## src/rtl/rbin_stream_source_if.sv

```systemverilog
// Hit input and r-bin output stream bundle for rbin_stream_source.
// The master modport is the block itself: it accepts hits and drives the bin stream.
interface rbin_stream_source_if #(
  parameter int R_W            = 12,
  parameter int W_bin_number_a = 8
);
  logic [R_W-1:0]            hit_r;
  logic                      hit_vld;
  logic                      hit_last;
  logic                      hit_ready;
  logic [W_bin_number_a-1:0] r_bin_V_TDATA;
  logic                      r_bin_V_TVALID;
  logic                      r_bin_V_TREADY;

  modport master (
    input  hit_r, hit_vld, hit_last, r_bin_V_TREADY,
    output hit_ready, r_bin_V_TDATA, r_bin_V_TVALID
  );

  modport slave (
    output hit_r, hit_vld, hit_last, r_bin_V_TREADY,
    input  hit_ready, r_bin_V_TDATA, r_bin_V_TVALID
  );
endinterface

```

## src/rtl/rbin_stream_source.sv

```systemverilog
// Converts per-hit r values to r-bin indices and streams them to the LSF histogram,
// sequencing clear sweep / enable / flush. Optional macro RBIN_SAT_EN clamps out-of-range bins.
module rbin_stream_source #(
  parameter int RBINS          = 128,
  parameter int W_bin_number_a = 8,
  parameter int R_W            = 12,
  parameter int R_SHIFT        = 3,
  parameter int FIFO_DEPTH     = 16,
  parameter int FLUSH_CYC      = 4
) (
  input  logic                 clk,
  input  logic                 rst,
  input  logic                 start,
  input  logic [R_W-1:0]       r_offset,
  rbin_stream_source_if.master bus,
  output logic                 enable_V,
  output logic                 reset_rbins,
  output logic                 busy,
  output logic                 evt_done,
  output logic [7:0]           n_inrange
);
  localparam int AW = $clog2(FIFO_DEPTH);
  localparam int BW = W_bin_number_a;
  localparam int CW = $clog2(RBINS + FLUSH_CYC + 2);
  localparam logic [CW-1:0] CLR_END   = CW'(RBINS + 1);
  localparam logic [CW-1:0] FLUSH_END = CW'(FLUSH_CYC - 1);
  localparam logic [BW-1:0] OOR_BIN   = {1'b1, {(BW-1){1'b0}}};
  localparam logic [BW-1:0] TOP_BIN   = BW'(RBINS - 1);
  localparam logic [R_W:0]  BIN_LIM   = (R_W+1)'(RBINS);
  localparam logic [AW:0]   PTR_ONE   = (AW+1)'(1);

  typedef enum logic [2:0] {IDLE, CLEAR, STREAM, DRAIN, DONE} state_t;

  state_t          state;
  logic [CW-1:0]   cnt;
  logic            last_acc;
  logic [R_W-1:0]  r_off;
  logic [BW:0]     mem [FIFO_DEPTH];
  logic [AW:0]     wr_ptr, rd_ptr;
  logic            empty, full, wr_en, rd_en, rd_last;
  logic [BW-1:0]   rd_bin, wr_bin_p0;

  // Bin index of one hit relative to the latched offset; MSB set means out of range.
  function automatic logic [BW-1:0] to_bin(input logic [R_W-1:0] r, input logic [R_W-1:0] off);
    logic signed [R_W:0] d;
    logic [R_W:0]        q;
    d = $signed({1'b0, r}) - $signed({1'b0, off});
    q = $unsigned(d) >> R_SHIFT;
    if (d[R_W]) begin
`ifdef RBIN_SAT_EN
      to_bin = '0;
`else
      to_bin = OOR_BIN;
`endif
    end else if (q >= BIN_LIM) begin
`ifdef RBIN_SAT_EN
      to_bin = TOP_BIN;
`else
      to_bin = OOR_BIN;
`endif
    end else begin
      to_bin = {1'b0, q[BW-2:0]};
    end
  endfunction

  function automatic logic [7:0] sat_inc(input logic [7:0] v);
    return (v == 8'hFF) ? v : v + 8'd1;
  endfunction

  assign empty = (wr_ptr == rd_ptr);
  assign full  = (wr_ptr[AW-1:0] == rd_ptr[AW-1:0]) && (wr_ptr[AW] != rd_ptr[AW]);

  assign bus.hit_ready      = ((state == CLEAR) || (state == STREAM)) && !full && !last_acc;
  assign bus.r_bin_V_TVALID = (state == STREAM) && !empty;
  assign {rd_last, rd_bin}  = mem[rd_ptr[AW-1:0]];
  assign bus.r_bin_V_TDATA  = bus.r_bin_V_TVALID ? rd_bin : '0;

  assign wr_en     = bus.hit_vld && bus.hit_ready;
  assign rd_en     = bus.r_bin_V_TVALID && bus.r_bin_V_TREADY;
  assign wr_bin_p0 = to_bin(bus.hit_r, r_off);

  // Stage p0 -> FIFO storage: bin and last flag captured at write; storage is never reset.
  always_ff @(posedge clk) begin
    if (wr_en) mem[wr_ptr[AW-1:0]] <= {bus.hit_last, wr_bin_p0};
    if ((state == IDLE) && start) r_off <= r_offset;
  end

  always_ff @(posedge clk or posedge rst) begin
    if (rst) begin
      state       <= IDLE;
      cnt         <= '0;
      last_acc    <= 1'b0;
      wr_ptr      <= '0;
      rd_ptr      <= '0;
      enable_V    <= 1'b0;
      reset_rbins <= 1'b0;
      busy        <= 1'b0;
      evt_done    <= 1'b0;
      n_inrange   <= '0;
    end else begin
      if (wr_en) begin
        wr_ptr <= wr_ptr + PTR_ONE;
        if (bus.hit_last) last_acc <= 1'b1;
      end
      if (rd_en) begin
        rd_ptr <= rd_ptr + PTR_ONE;
        if (!rd_bin[BW-1]) n_inrange <= sat_inc(n_inrange);
      end
      case (state)
        IDLE: if (start) begin
          state       <= CLEAR;
          cnt         <= '0;
          last_acc    <= 1'b0;
          n_inrange   <= '0;
          reset_rbins <= 1'b1;
          busy        <= 1'b1;
        end
        CLEAR: if (cnt == CLR_END) begin
          state       <= STREAM;
          reset_rbins <= 1'b0;
          enable_V    <= 1'b1;
        end else begin
          cnt <= cnt + 1'b1;
        end
        STREAM: if (rd_en && rd_last) begin
          state <= DRAIN;
          cnt   <= '0;
        end
        DRAIN: if (cnt == FLUSH_END) begin
          state    <= DONE;
          evt_done <= 1'b1;
        end else begin
          cnt <= cnt + 1'b1;
        end
        DONE: begin
          state    <= IDLE;
          evt_done <= 1'b0;
          enable_V <= 1'b0;
          busy     <= 1'b0;
        end
        default: state <= IDLE;
      endcase
    end
  end
endmodule

```

## src/flat_wrapper.sv

```systemverilog
// flat-port wrapper written by rule: the top's interface ports become plain ports
module rbin_stream_source_flat 
#(
  parameter int RBINS          = 128,
  parameter int W_bin_number_a = 8,
  parameter int R_W            = 12,
  parameter int R_SHIFT        = 3,
  parameter int FIFO_DEPTH     = 16,
  parameter int FLUSH_CYC      = 4
)
  (clk, rst, start, r_offset, enable_V, reset_rbins, busy, evt_done, n_inrange, bus_hit_r, bus_hit_vld, bus_hit_last, bus_r_bin_V_TREADY, bus_hit_ready, bus_r_bin_V_TDATA, bus_r_bin_V_TVALID);
  rbin_stream_source_if #(.R_W(R_W), .W_bin_number_a(W_bin_number_a)) bus_i ();
  input  logic clk;
  input  logic rst;
  input  logic start;
  input  logic [R_W-1:0] r_offset;
  output logic enable_V;
  output logic reset_rbins;
  output logic busy;
  output logic evt_done;
  output logic [7:0] n_inrange;
  input wire logic [$bits(bus_i.hit_r)-1:0] bus_hit_r;
  input wire logic [$bits(bus_i.hit_vld)-1:0] bus_hit_vld;
  input wire logic [$bits(bus_i.hit_last)-1:0] bus_hit_last;
  input wire logic [$bits(bus_i.r_bin_V_TREADY)-1:0] bus_r_bin_V_TREADY;
  output wire logic [$bits(bus_i.hit_ready)-1:0] bus_hit_ready;
  output wire logic [$bits(bus_i.r_bin_V_TDATA)-1:0] bus_r_bin_V_TDATA;
  output wire logic [$bits(bus_i.r_bin_V_TVALID)-1:0] bus_r_bin_V_TVALID;
  assign bus_i.hit_r = bus_hit_r;
  assign bus_i.hit_vld = bus_hit_vld;
  assign bus_i.hit_last = bus_hit_last;
  assign bus_i.r_bin_V_TREADY = bus_r_bin_V_TREADY;
  assign bus_hit_ready = bus_i.hit_ready;
  assign bus_r_bin_V_TDATA = bus_i.r_bin_V_TDATA;
  assign bus_r_bin_V_TVALID = bus_i.r_bin_V_TVALID;
  rbin_stream_source #(.RBINS(RBINS), .W_bin_number_a(W_bin_number_a), .R_W(R_W), .R_SHIFT(R_SHIFT), .FIFO_DEPTH(FIFO_DEPTH), .FLUSH_CYC(FLUSH_CYC)) u_core (.clk(clk), .rst(rst), .start(start), .r_offset(r_offset), .bus(bus_i), .enable_V(enable_V), .reset_rbins(reset_rbins), .busy(busy), .evt_done(evt_done), .n_inrange(n_inrange));
endmodule
```

## config.mk

```make
export PLATFORM = sky130hd
export DESIGN_NAME = rbin_stream_source_flat
export DESIGN_NICKNAME = d
export VERILOG_FILES = /design/src/rtl/rbin_stream_source_if.sv /design/src/rtl/rbin_stream_source.sv /design/src/flat_wrapper.sv
export SDC_FILE = /design/constraint.sdc
export NUM_CORES = 1
export LEC_CHECK = 0
export CORE_MARGIN = 8
export CORE_UTILIZATION = 40
export CTS_CLUSTER_DIAMETER = 40
export DETAILED_ROUTE_END_ITERATION = 7
export HOLD_SLACK_MARGIN = 0.06
export PLACE_DENSITY = 0.61
export SETUP_SLACK_MARGIN = 0.5
export SYNTH_ARGS = -nofsm -noshare
export SYNTH_HDL_FRONTEND = slang
export SYNTH_SLANG_ARGS = --single-unit
```

## constraint.sdc

```tcl
create_clock -name clk -period 5.65 [get_ports clk]
set_clock_uncertainty 0.05 [all_clocks]
set_input_delay 1.13 -clock clk [delete_from_list [all_inputs] [get_ports clk]]
set_output_delay 1.13 -clock clk [all_outputs]
set_load 0.1 [all_outputs]
```

==> results of run 1 <==
==> through the flow <==
stage / cells / instance area, um^2 / total power (uW)
after detailed placement: 818 / 9100 / 3060
final: 850 / 9720 / 4270
after global routing: 850 / 9720 / 4460
after global placement: 818 / 9100 / 3030
after CTS: 850 / 9720 / 4310
after floorplan: 501 / 8260 / 2760
==> power by group <==
part / internal [uW] / switching (uW) / total, uW
clock: 712 / 544 / 1260
combinational: 482 / 682 / 1160
sequential: 1700 / 153 / 1850
==> area by class of cell <==
| class | count | area (um^2) | area share |
|---|---|---|---|
| Inverter | 25 | 93.8 | 0.00965 |
| Timing Repair Buffer | 64 | 586 | 0.0602 |
| Clock buffer | 17 | 425 | 0.0438 |
| Sequential cell | 190 | 5540 | 0.570 |
| Multi-Input combinational cell | 269 | 2540 | 0.262 |
| Clock inverter | 15 | 199 | 0.0205 |
| Tap cell | 270 | 338 | 0.0348 |
==> worst max-delay path, stage by stage (launching register included) <==
cell and delay [ns]:
sky130_fd_sc_hd__dfrtp_2 0.81, sky130_fd_sc_hd__buf_4 0.49, sky130_fd_sc_hd__mux4_2 0.57, sky130_fd_sc_hd__mux4_2 0.51
sky130_fd_sc_hd__nor2b_1 0.16, sky130_fd_sc_hd__buf_4 0.23
==> flip-flops by register name, summed over array words and instances (netlist names) <==
signal and cells:
u_core.state 3, u_core.n_inrange 8, u_core.reset_rbins 1, u_core.enable_V 1, u_core.rd_ptr 5, u_core.mem 144
u_core.r_off 12, u_core.busy 1, u_core.cnt 8, u_core.last_acc 1, u_core.evt_done 1, u_core.wr_ptr 5
==> cell usage in the layout, fill, tap and decap left out, types with 11 or more instances in the layout <==
cell type / n
sky130_fd_sc_hd__edfxtp_1: 156
sky130_fd_sc_hd__mux4_2: 43
sky130_fd_sc_hd__nand4_1: 12
sky130_fd_sc_hd__ha_1: 19
sky130_fd_sc_hd__clkdlybuf4s50_1: 42
sky130_fd_sc_hd__dfrtp_1: 33
sky130_fd_sc_hd__buf_4: 22
sky130_fd_sc_hd__xnor2_1: 17
sky130_fd_sc_hd__and2_1: 11
sky130_fd_sc_hd__inv_1: 25
sky130_fd_sc_hd__nand2_1: 27
sky130_fd_sc_hd__nor2_1: 31
sky130_fd_sc_hd__clkbuf_16: 17
==> cells in the mapped netlist (2+ instances only) <==
| library cell | number |
|---|---|
| sky130_fd_sc_hd__a211oi_1 | 3 |
| sky130_fd_sc_hd__edfxtp_1 | 156 |
| sky130_fd_sc_hd__o21a_1 | 4 |
| sky130_fd_sc_hd__nand4_1 | 12 |
| sky130_fd_sc_hd__nand3_1 | 6 |
| sky130_fd_sc_hd__a21oi_1 | 9 |
| sky130_fd_sc_hd__dfrtp_1 | 34 |
| sky130_fd_sc_hd__a31oi_1 | 2 |
| sky130_fd_sc_hd__nor4_1 | 2 |
| sky130_fd_sc_hd__o21ai_0 | 2 |
| sky130_fd_sc_hd__nor3_1 | 7 |
| sky130_fd_sc_hd__nand3b_1 | 3 |
| sky130_fd_sc_hd__nand2_1 | 27 |
| sky130_fd_sc_hd__mux2i_1 | 9 |
| sky130_fd_sc_hd__ha_1 | 19 |
| sky130_fd_sc_hd__or2_2 | 3 |
| sky130_fd_sc_hd__nor2_1 | 31 |
| sky130_fd_sc_hd__a21o_1 | 4 |
| sky130_fd_sc_hd__inv_1 | 25 |
| sky130_fd_sc_hd__buf_2 | 8 |
| sky130_fd_sc_hd__buf_6 | 2 |
| sky130_fd_sc_hd__nand2b_1 | 2 |
| sky130_fd_sc_hd__clkbuf_1 | 5 |
| sky130_fd_sc_hd__and3_1 | 5 |
| sky130_fd_sc_hd__or3_1 | 2 |
| sky130_fd_sc_hd__xor2_1 | 9 |
| sky130_fd_sc_hd__xnor2_1 | 17 |
| sky130_fd_sc_hd__nor2b_1 | 9 |
| sky130_fd_sc_hd__nor3b_1 | 6 |
| sky130_fd_sc_hd__and2_1 | 11 |
| sky130_fd_sc_hd__mux4_2 | 43 |
==> worst paths after layout <==
path	start	to	slack, ns	cells past startpoint
hold / removal	u_core.enable_V	u_core.enable_V	0.44	1
setup reg to reg	u_core.r_off[1]	u_core.mem[4][4]	2.42	8
min in group asynchronous	rst	u_core.busy	1.04	3
setup / recovery	u_core.rd_ptr[0]	bus_r_bin_V_TDATA[1]	1.24	5
max in group asynchronous	rst	u_core.rd_ptr[0]	4.18	3
hold reg to reg	u_core.enable_V	u_core.enable_V	0.44	1
==> cell families after synthesis <==
group                    count (synthesis)
AO/OA/AOI/OAI                           39
AND/OR/NAND/NOR                        132
buffers and inverters                   42
flip-flops                             190
multiplexers                            53
XOR/XNOR                                26
adder cells (fa/ha/maj)                 19
==> routing by layer <==
metal | wire (um) | share of wire | vias up
li1 | - | - | 2067
met1 | 7790 | 0.44 | 2273
met2 | 8730 | 0.50 | 106
met3 | 699 | 0.040 | 28
met4 | 335 | 0.019 | 0
met5 | 0 | 0 | -
==> report_table.html, run 1 <==
<table>
<tr><th>Metric</th><th>Value</th></tr>
<tr><th colspan="2">Status</th></tr>
<tr><td>Status</td><td>finished clean</td></tr>
<tr><th colspan="2">Synthesis</th></tr>
<tr><td>Total nets after synthesis</td><td>between 500 and 600</td></tr>
<tr><td>Post-synth EDFFs</td><td>roughly 160</td></tr>
<tr><td>Synthesized-area fraction occupied by and/or/nand/nor cells</td><td>0.0845</td></tr>
<tr><td>Fraction of synthesized cell area in xor and xnor cells</td><td>0.0276</td></tr>
<tr><td>Post-synthesis instance area</td><td>approximately 8300 um^2</td></tr>
<tr><td>Predominant post-synthesis flop cell</td><td>sky130_fd_sc_hd__edfxtp_1</td></tr>
<tr><td>Compound-cell area share of the yosys netlist</td><td>0.0374</td></tr>
<tr><td>Fraction of the mapped netlist area in adder cells</td><td>0.0288</td></tr>
<tr><td>Main area contributors after synthesis</td><td>sky130_fd_sc_hd__edfxtp_1 (57%), sky130_fd_sc_hd__mux4_2 (12%), sky130_fd_sc_hd__dfrtp_1 (10%)</td></tr>
<tr><td>Portion of the post-synthesis area used by sequential elements</td><td>0.670</td></tr>
<tr><td>Synth unique cells</td><td>55</td></tr>
<tr><td>Dominant combinational cell family by area after synthesis</td><td>multiplexers</td></tr>
<tr><td>Synth top area share</td><td>0.567</td></tr>
<tr><td>Multiplexer fraction of the synthesized cell area</td><td>0.129</td></tr>
<tr><td>Flip-flop and latch count after synthesis</td><td>190</td></tr>
<tr><td>Library cell occupying the most area in the post-synthesis netlist</td><td>sky130_fd_sc_hd__edfxtp_1</td></tr>
<tr><td>Post-synthesis async set-or-reset flop share</td><td>0.179</td></tr>
<tr><td>Number of synthesis warnings</td><td>0</td></tr>
<tr><td>Synthesized instance count</td><td>501</td></tr>
<tr><td>Mapped Avg Cell Area</td><td>16.5 um^2</td></tr>
<tr><th colspan="2">Pwr</th></tr>
<tr><td>Highest ir drop seen on vdd</td><td>around 0.22 mV</td></tr>
<tr><td>Leakage power</td><td>0.00343 uW</td></tr>
<tr><td>Total power divided by cell area</td><td>between 400 and 500 nW/um^2</td></tr>
<tr><th colspan="2">Floorplanning</th></tr>
<tr><td>Vertical die dimension</td><td>between 150 and 200 um</td></tr>
<tr><td>I/O pin cnt</td><td>between 50 and 60</td></tr>
<tr><td>Row cnt</td><td>52</td></tr>
<tr><td>Floorplan die area</td><td>around 26000 um^2</td></tr>
<tr><td>Standard cell core area</td><td>a little over 20000 um^2</td></tr>
<tr><td>Die extent in x</td><td>roughly 160 um</td></tr>
<tr><td>Effective utilization at floorplan</td><td>0.408</td></tr>
<tr><th colspan="2">Final layout</th></tr>
<tr><td>Net count reported at finish</td><td>approximately 620</td></tr>
<tr><td>Final standard cell utilization of the core</td><td>0.480</td></tr>
<tr><td>Synth-to-layout area growth</td><td>17.6%</td></tr>
<tr><td>Number of diodes added for antenna fixing</td><td>0</td></tr>
<tr><td>Share of final-layout standard cells stronger than drive strength 1</td><td>0.186</td></tr>
<tr><td>Number of filler instances in the final layout</td><td>between 1500 and 2000</td></tr>
<tr><th colspan="2">Timing</th></tr>
<tr><td>Number of hold-slack violations in the final timing report</td><td>0</td></tr>
<tr><td>Period utilisation layout</td><td>0.780</td></tr>
<tr><td>Max-slew violation total from the final report</td><td>0</td></tr>
<tr><td>Setup repair after global routing missed its margin</td><td>false</td></tr>
<tr><td>Worst relative slew slack</td><td>0.273</td></tr>
<tr><td>FMAX</td><td>227 MHz</td></tr>
<tr><td>Final worst path period need</td><td>between 4 and 5 ns</td></tr>
<tr><td>Hold Slack</td><td>~0.44 ns</td></tr>
<tr><td>PnR worst setup slack</td><td>about 1.2 ns</td></tr>
<tr><td>Measured slew at the worst slew-check pin</td><td>~1.1 ns</td></tr>
<tr><td>Finish-stage setup viols</td><td>0</td></tr>
<tr><td>Summed negative setup slack over all endpoints</td><td>0 ns</td></tr>
<tr><th colspan="2">Hold path</th></tr>
<tr><td>Worst min-delay path class</td><td>reg -&gt; reg</td></tr>
<tr><th colspan="2">Global routing</th></tr>
<tr><td>Final global-route overflow total</td><td>0</td></tr>
<tr><td>Routing usage on met3</td><td>0.0270</td></tr>
<tr><td>Met2 Resource Use GR</td><td>0.230</td></tr>
<tr><td>Routing usage on met1</td><td>0.184</td></tr>
<tr><td>Initial antenna violation count</td><td>0</td></tr>
<tr><td>Wire length of the first global-routing pass</td><td>between 20 and 30 mm</td></tr>
<tr><td>Pin count of the biggest net entering global routing</td><td>36</td></tr>
<tr><td>Top Usage Layer GRT</td><td>met2</td></tr>
<tr><td>Vias in the first global route</td><td>approximately 4700</td></tr>
<tr><td>Global router's overall resource usage</td><td>0.142</td></tr>
<tr><th colspan="2">Routing</th></tr>
<tr><td>Total number of vias</td><td>roughly 4500</td></tr>
<tr><td>Per-cell routed wire length</td><td>just over 20 um</td></tr>
<tr><td>Vias per Instance</td><td>between 5 and 6</td></tr>
<tr><td>Residual antenna-violating net count after detailed routing</td><td>0</td></tr>
<tr><td>Detailed Routing Iterations Pass 1</td><td>6</td></tr>
<tr><td>Remaining DRCs</td><td>0</td></tr>
<tr><td>Iter 0 DRT Violations</td><td>310</td></tr>
<tr><td>Final wirelength</td><td>roughly 18 mm</td></tr>
<tr><th colspan="2">CTS</th></tr>
<tr><td>Clock latency reported for the late side of the worst-skew pair</td><td>between 0.4 and 0.5 ns</td></tr>
<tr><td>CTS Sinks</td><td>190</td></tr>
<tr><td>Clock root buffer</td><td>sky130_fd_sc_hd__clkbuf_16</td></tr>
<tr><td>Setup fix buffers added after clock tree synthesis</td><td>0</td></tr>
<tr><td>Clock slew seen by the registers of the worst setup and hold paths</td><td>~0.07 ns</td></tr>
<tr><td># resized after CTS</td><td>0</td></tr>
<tr><td>Cts hold-fix bufs</td><td>0</td></tr>
<tr><td>Number of buffers between clock root and the deepest sink</td><td>2</td></tr>
<tr><td>Clock tree from TritonCTS</td><td>yes</td></tr>
<tr><td>Number of buffers created by CTS</td><td>17</td></tr>
<tr><td>Clock H-tree levels</td><td>4</td></tr>
<tr><th colspan="2">Placement</th></tr>
<tr><td>HPWL after DPL</td><td>11.2 mm</td></tr>
<tr><td>Placer's final routability congestion estimate</td><td>approximately 0.8</td></tr>
<tr><td>Input/output buffers</td><td>slightly above 50</td></tr>
<tr><td>Worst slack, placed</td><td>1.23 ns</td></tr>
<tr><th colspan="2">Worst setup path</th></tr>
<tr><td>Crit path DAT</td><td>approximately 3.2 ns</td></tr>
<tr><td>Kind of end point of the critical path</td><td>primary output</td></tr>
<tr><td>CP max FO</td><td>21</td></tr>
<tr><td>Critical Path Source Type</td><td>flop</td></tr>
<tr><td>Worst EP required</td><td>approximately 4.5 ns</td></tr>
<tr><td>Critical setup path kind</td><td>reg -&gt; out</td></tr>
<tr><th colspan="2">Flow run</th></tr>
<tr><td>Max-Cap Viols</td><td>0</td></tr>
</table>
Power figures use the tool's default switching activity.
==> run 2, diff against run 1 <==
- clock period: 5.65 -> 4.34 ns (I/O delays scaled with it)
==> run 2 against run 1 <==
Compared with the run above:
- sequential share of layout area down 0.71 points
- largest cell class unchanged
- setup slack got worse by 0.62 ns
- critical endpoint is now bus_r_bin_V_TDATA[4]
- wire length fell by 2.8%
==> report_table.html, run 2 (synthesized netlist as in run 1, its figures left out) <==
<table>
<tr><th>Metric</th><th>Value</th></tr>
<tr><th colspan="2">Flow run</th></tr>
<tr><td>Max-Cap Viols</td><td>0</td></tr>
<tr><th colspan="2">Placement</th></tr>
<tr><td>HPWL after DPL</td><td>11.3 mm</td></tr>
<tr><td>Placer's final routability congestion estimate</td><td>between 0.7 and 0.8</td></tr>
<tr><td>Input/output buffers</td><td>slightly above 50</td></tr>
<tr><td>Worst slack, placed</td><td>0.295 ns</td></tr>
<tr><td>Placed instance count</td><td>821</td></tr>
<tr><th colspan="2">Timing</th></tr>
<tr><td>Number of hold-slack violations in the final timing report</td><td>0</td></tr>
<tr><td>Finish-stage setup viols</td><td>0</td></tr>
<tr><td>Max-slew violation total from the final report</td><td>0</td></tr>
<tr><td>FMAX</td><td>~270 MHz</td></tr>
<tr><td>Period utilisation layout</td><td>0.857</td></tr>
<tr><td>Final worst path period need</td><td>3.72 ns</td></tr>
<tr><td>Summed negative setup slack over all endpoints</td><td>0 ns</td></tr>
<tr><td>Setup repair after global routing missed its margin</td><td>false</td></tr>
<tr><td>PnR worst setup slack</td><td>roughly 0.62 ns</td></tr>
<tr><td>Worst relative slew slack</td><td>0.323</td></tr>
<tr><td>Measured slew at the worst slew-check pin</td><td>between 1 and 1.5 ns</td></tr>
<tr><th colspan="2">Worst setup path</th></tr>
<tr><td>List of cells traversed by the critical path</td><td>buf_12 -&gt; mux4_2 -&gt; mux4_2 -&gt; nor2b_1 -&gt; buf_12</td></tr>
<tr><td>CP max FO</td><td>29</td></tr>
<tr><td>Crit path buffers/inverters</td><td>2</td></tr>
<tr><td>Worst EP required</td><td>approximately 3.4 ns</td></tr>
<tr><td>Critical Path Source Type</td><td>flop</td></tr>
<tr><td>Crit path DAT</td><td>between 2 and 3 ns</td></tr>
<tr><td>Max incr delay on CP</td><td>0.57 ns</td></tr>
<tr><td>Slowest-stage cell, CP</td><td>sky130_fd_sc_hd__dfrtp_4</td></tr>
<tr><td>Critical path's top delay family</td><td>multiplexers</td></tr>
<tr><td>Setup slack on the worst flop-to-flop path</td><td>~1.3 ns</td></tr>
<tr><td>Kind of end point of the critical path</td><td>primary output</td></tr>
<tr><td>Critical setup path kind</td><td>reg -&gt; out</td></tr>
<tr><th colspan="2">Floorplanning</th></tr>
<tr><td>Floorplan die area</td><td>25500 um^2</td></tr>
<tr><td>I/O pin cnt</td><td>52</td></tr>
<tr><td>Effective utilization at floorplan</td><td>0.408</td></tr>
<tr><td>Die extent in x</td><td>between 150 and 200 um</td></tr>
<tr><td>Row cnt</td><td>52</td></tr>
<tr><td>Vertical die dimension</td><td>roughly 160 um</td></tr>
<tr><td>Standard cell core area</td><td>slightly above 20000 um^2</td></tr>
<tr><th colspan="2">CTS</th></tr>
<tr><td>Setup fix buffers added after clock tree synthesis</td><td>0</td></tr>
<tr><td>Number of buffers created by CTS</td><td>17</td></tr>
<tr><td>Clock slew seen by the registers of the worst setup and hold paths</td><td>around 0.07 ns</td></tr>
<tr><td>Clock latency reported for the late side of the worst-skew pair</td><td>0.43 ns</td></tr>
<tr><td>Number of buffers between clock root and the deepest sink</td><td>2</td></tr>
<tr><td>Clock tree from TritonCTS</td><td>yes</td></tr>
<tr><td>CTS Sinks</td><td>190</td></tr>
<tr><td>Clock root buffer</td><td>sky130_fd_sc_hd__clkbuf_16</td></tr>
<tr><td>Clock H-tree levels</td><td>4</td></tr>
<tr><th colspan="2">Final layout</th></tr>
<tr><td>Synth-to-layout area growth</td><td>19.2%</td></tr>
<tr><td>Final standard cell utilization of the core</td><td>0.487</td></tr>
<tr><td>Net count reported at finish</td><td>between 600 and 700</td></tr>
<tr><td>Count of placed standard cells in the final layout, fillers left out</td><td>around 850</td></tr>
<tr><td>Number of diodes added for antenna fixing</td><td>0</td></tr>
<tr><td>Flip-flop count of the largest register after layout</td><td>about 140</td></tr>
<tr><td>Share of final-layout standard cells stronger than drive strength 1</td><td>0.194</td></tr>
<tr><td>Most used cells in the layout excluding fill and tap cells</td><td>sky130_fd_sc_hd__edfxtp_1 (156), sky130_fd_sc_hd__mux4_2 (43), sky130_fd_sc_hd__clkdlybuf4s50_1 (41)</td></tr>
<tr><td>Leading cell type in the layout, fill and taps excluded</td><td>sky130_fd_sc_hd__edfxtp_1</td></tr>
<tr><th colspan="2">Global routing</th></tr>
<tr><td>Vias in the first global route</td><td>between 4000 and 5000</td></tr>
<tr><td>Global router's overall resource usage</td><td>0.137</td></tr>
<tr><td>Wire length of the first global-routing pass</td><td>about 27 mm</td></tr>
<tr><td>Initial antenna violation count</td><td>0</td></tr>
<tr><td>Pin count of the biggest net entering global routing</td><td>30</td></tr>
<tr><td>Final global-route overflow total</td><td>0</td></tr>
<tr><th colspan="2">Routing</th></tr>
<tr><td>Detailed Routing Iterations Pass 1</td><td>5</td></tr>
<tr><td>Vias per Instance</td><td>about 5.3</td></tr>
<tr><td>Iter 0 DRT Violations</td><td>~320</td></tr>
<tr><td>Residual antenna-violating net count after detailed routing</td><td>0</td></tr>
<tr><td>Remaining DRCs</td><td>0</td></tr>
<tr><td>Per-cell routed wire length</td><td>roughly 20 um</td></tr>
<tr><td>Final wirelength</td><td>approximately 17 mm</td></tr>
<tr><td>Total number of vias</td><td>4524</td></tr>
<tr><th colspan="2">Status</th></tr>
<tr><td>Status</td><td>finished clean</td></tr>
<tr><th colspan="2">Pwr</th></tr>
<tr><td>Highest ir drop seen on vdd</td><td>0.301 mV</td></tr>
<tr><td>Total power divided by cell area</td><td>roughly 560 nW/um^2</td></tr>
<tr><td>Leakage power</td><td>between 0.003 and 0.004 uW</td></tr>
<tr><th colspan="2">Hold path</th></tr>
<tr><td>Worst min-delay path class</td><td>reg -&gt; reg</td></tr>
</table>
run 2: changes by cell type in the layout (fill, tap and decap cells not counted), sizes merged:
cell	before	now
buf	22	26
bufinv	3	1
clkdlybuf4s50	42	41
clkinv	4	5
inv	32	33
run 2: where the power goes:
| part | switching [uW] | leakage (uW) | internal (uW) |
|---|---|---|---|
| Clock | 730 | 0.000289 | 824 |
| Sequential | 178 | 0.00186 | 2210 |
| Combinational | 912 | 0.00131 | 667 |
| Total | 1820 | 0.00346 | 3700 |
run 2: path summary, 6_finish.rpt:
path | cells after the start | start | end
worst max-delay path | 5 | u_core.rd_ptr[0] | bus_r_bin_V_TDATA[4]
worst max register to register | 8 | u_core.r_off[1] | u_core.mem[2][1]
worst min-delay path | 1 | u_core.evt_done | u_core.evt_done
max in group asynchronous | 3 | rst | u_core.rd_ptr[0]
min in group asynchronous | 2 | rst | u_core.cnt[2]
worst min register to register | 1 | u_core.evt_done | u_core.evt_done
run 2: area by class of cell:
| type | count | area (um^2) |
|---|---|---|
| fill | 1683 | 10400 |
| sequential | 190 | 5540 |
| multi-input combinational | 269 | 2550 |
| timing repair buffer | 67 | 731 |
| clock buffer | 17 | 425 |
| tap | 270 | 338 |
| clock inverter | 15 | 171 |
| inverter | 25 | 93.8 |
run 2: layer usage:
metal,wire length [um],GRT usage
met5,0,0
met4,200,0.0489
met3,576,0.0234
met2,8590,0.231
met1,7690,0.176
run 2: through the flow:
stage	hold WS (ns)	power [uW]	cell area [um^2]
6_report	0.430	5520	9850
5_1_grt	0.458	5780	9850
4_1_cts	0.432	5560	9840
3_5_place_dp	0.415	4020	9240
3_3_place_gp	0.409	3980	9240
2_1_floorplan	0.406	3590	8260
run 2: timing repair:
item,in CTS,in global routing
hold buffers,0,0
gates resized for setup,0,2
setup endpoints to repair,0,18
==> run 3, diff against run 2 <==
- CAP_MARGIN: default -> 0
==> results of run 3 <==
No change in the layout: final DEF, timing and power equal those of run 2.
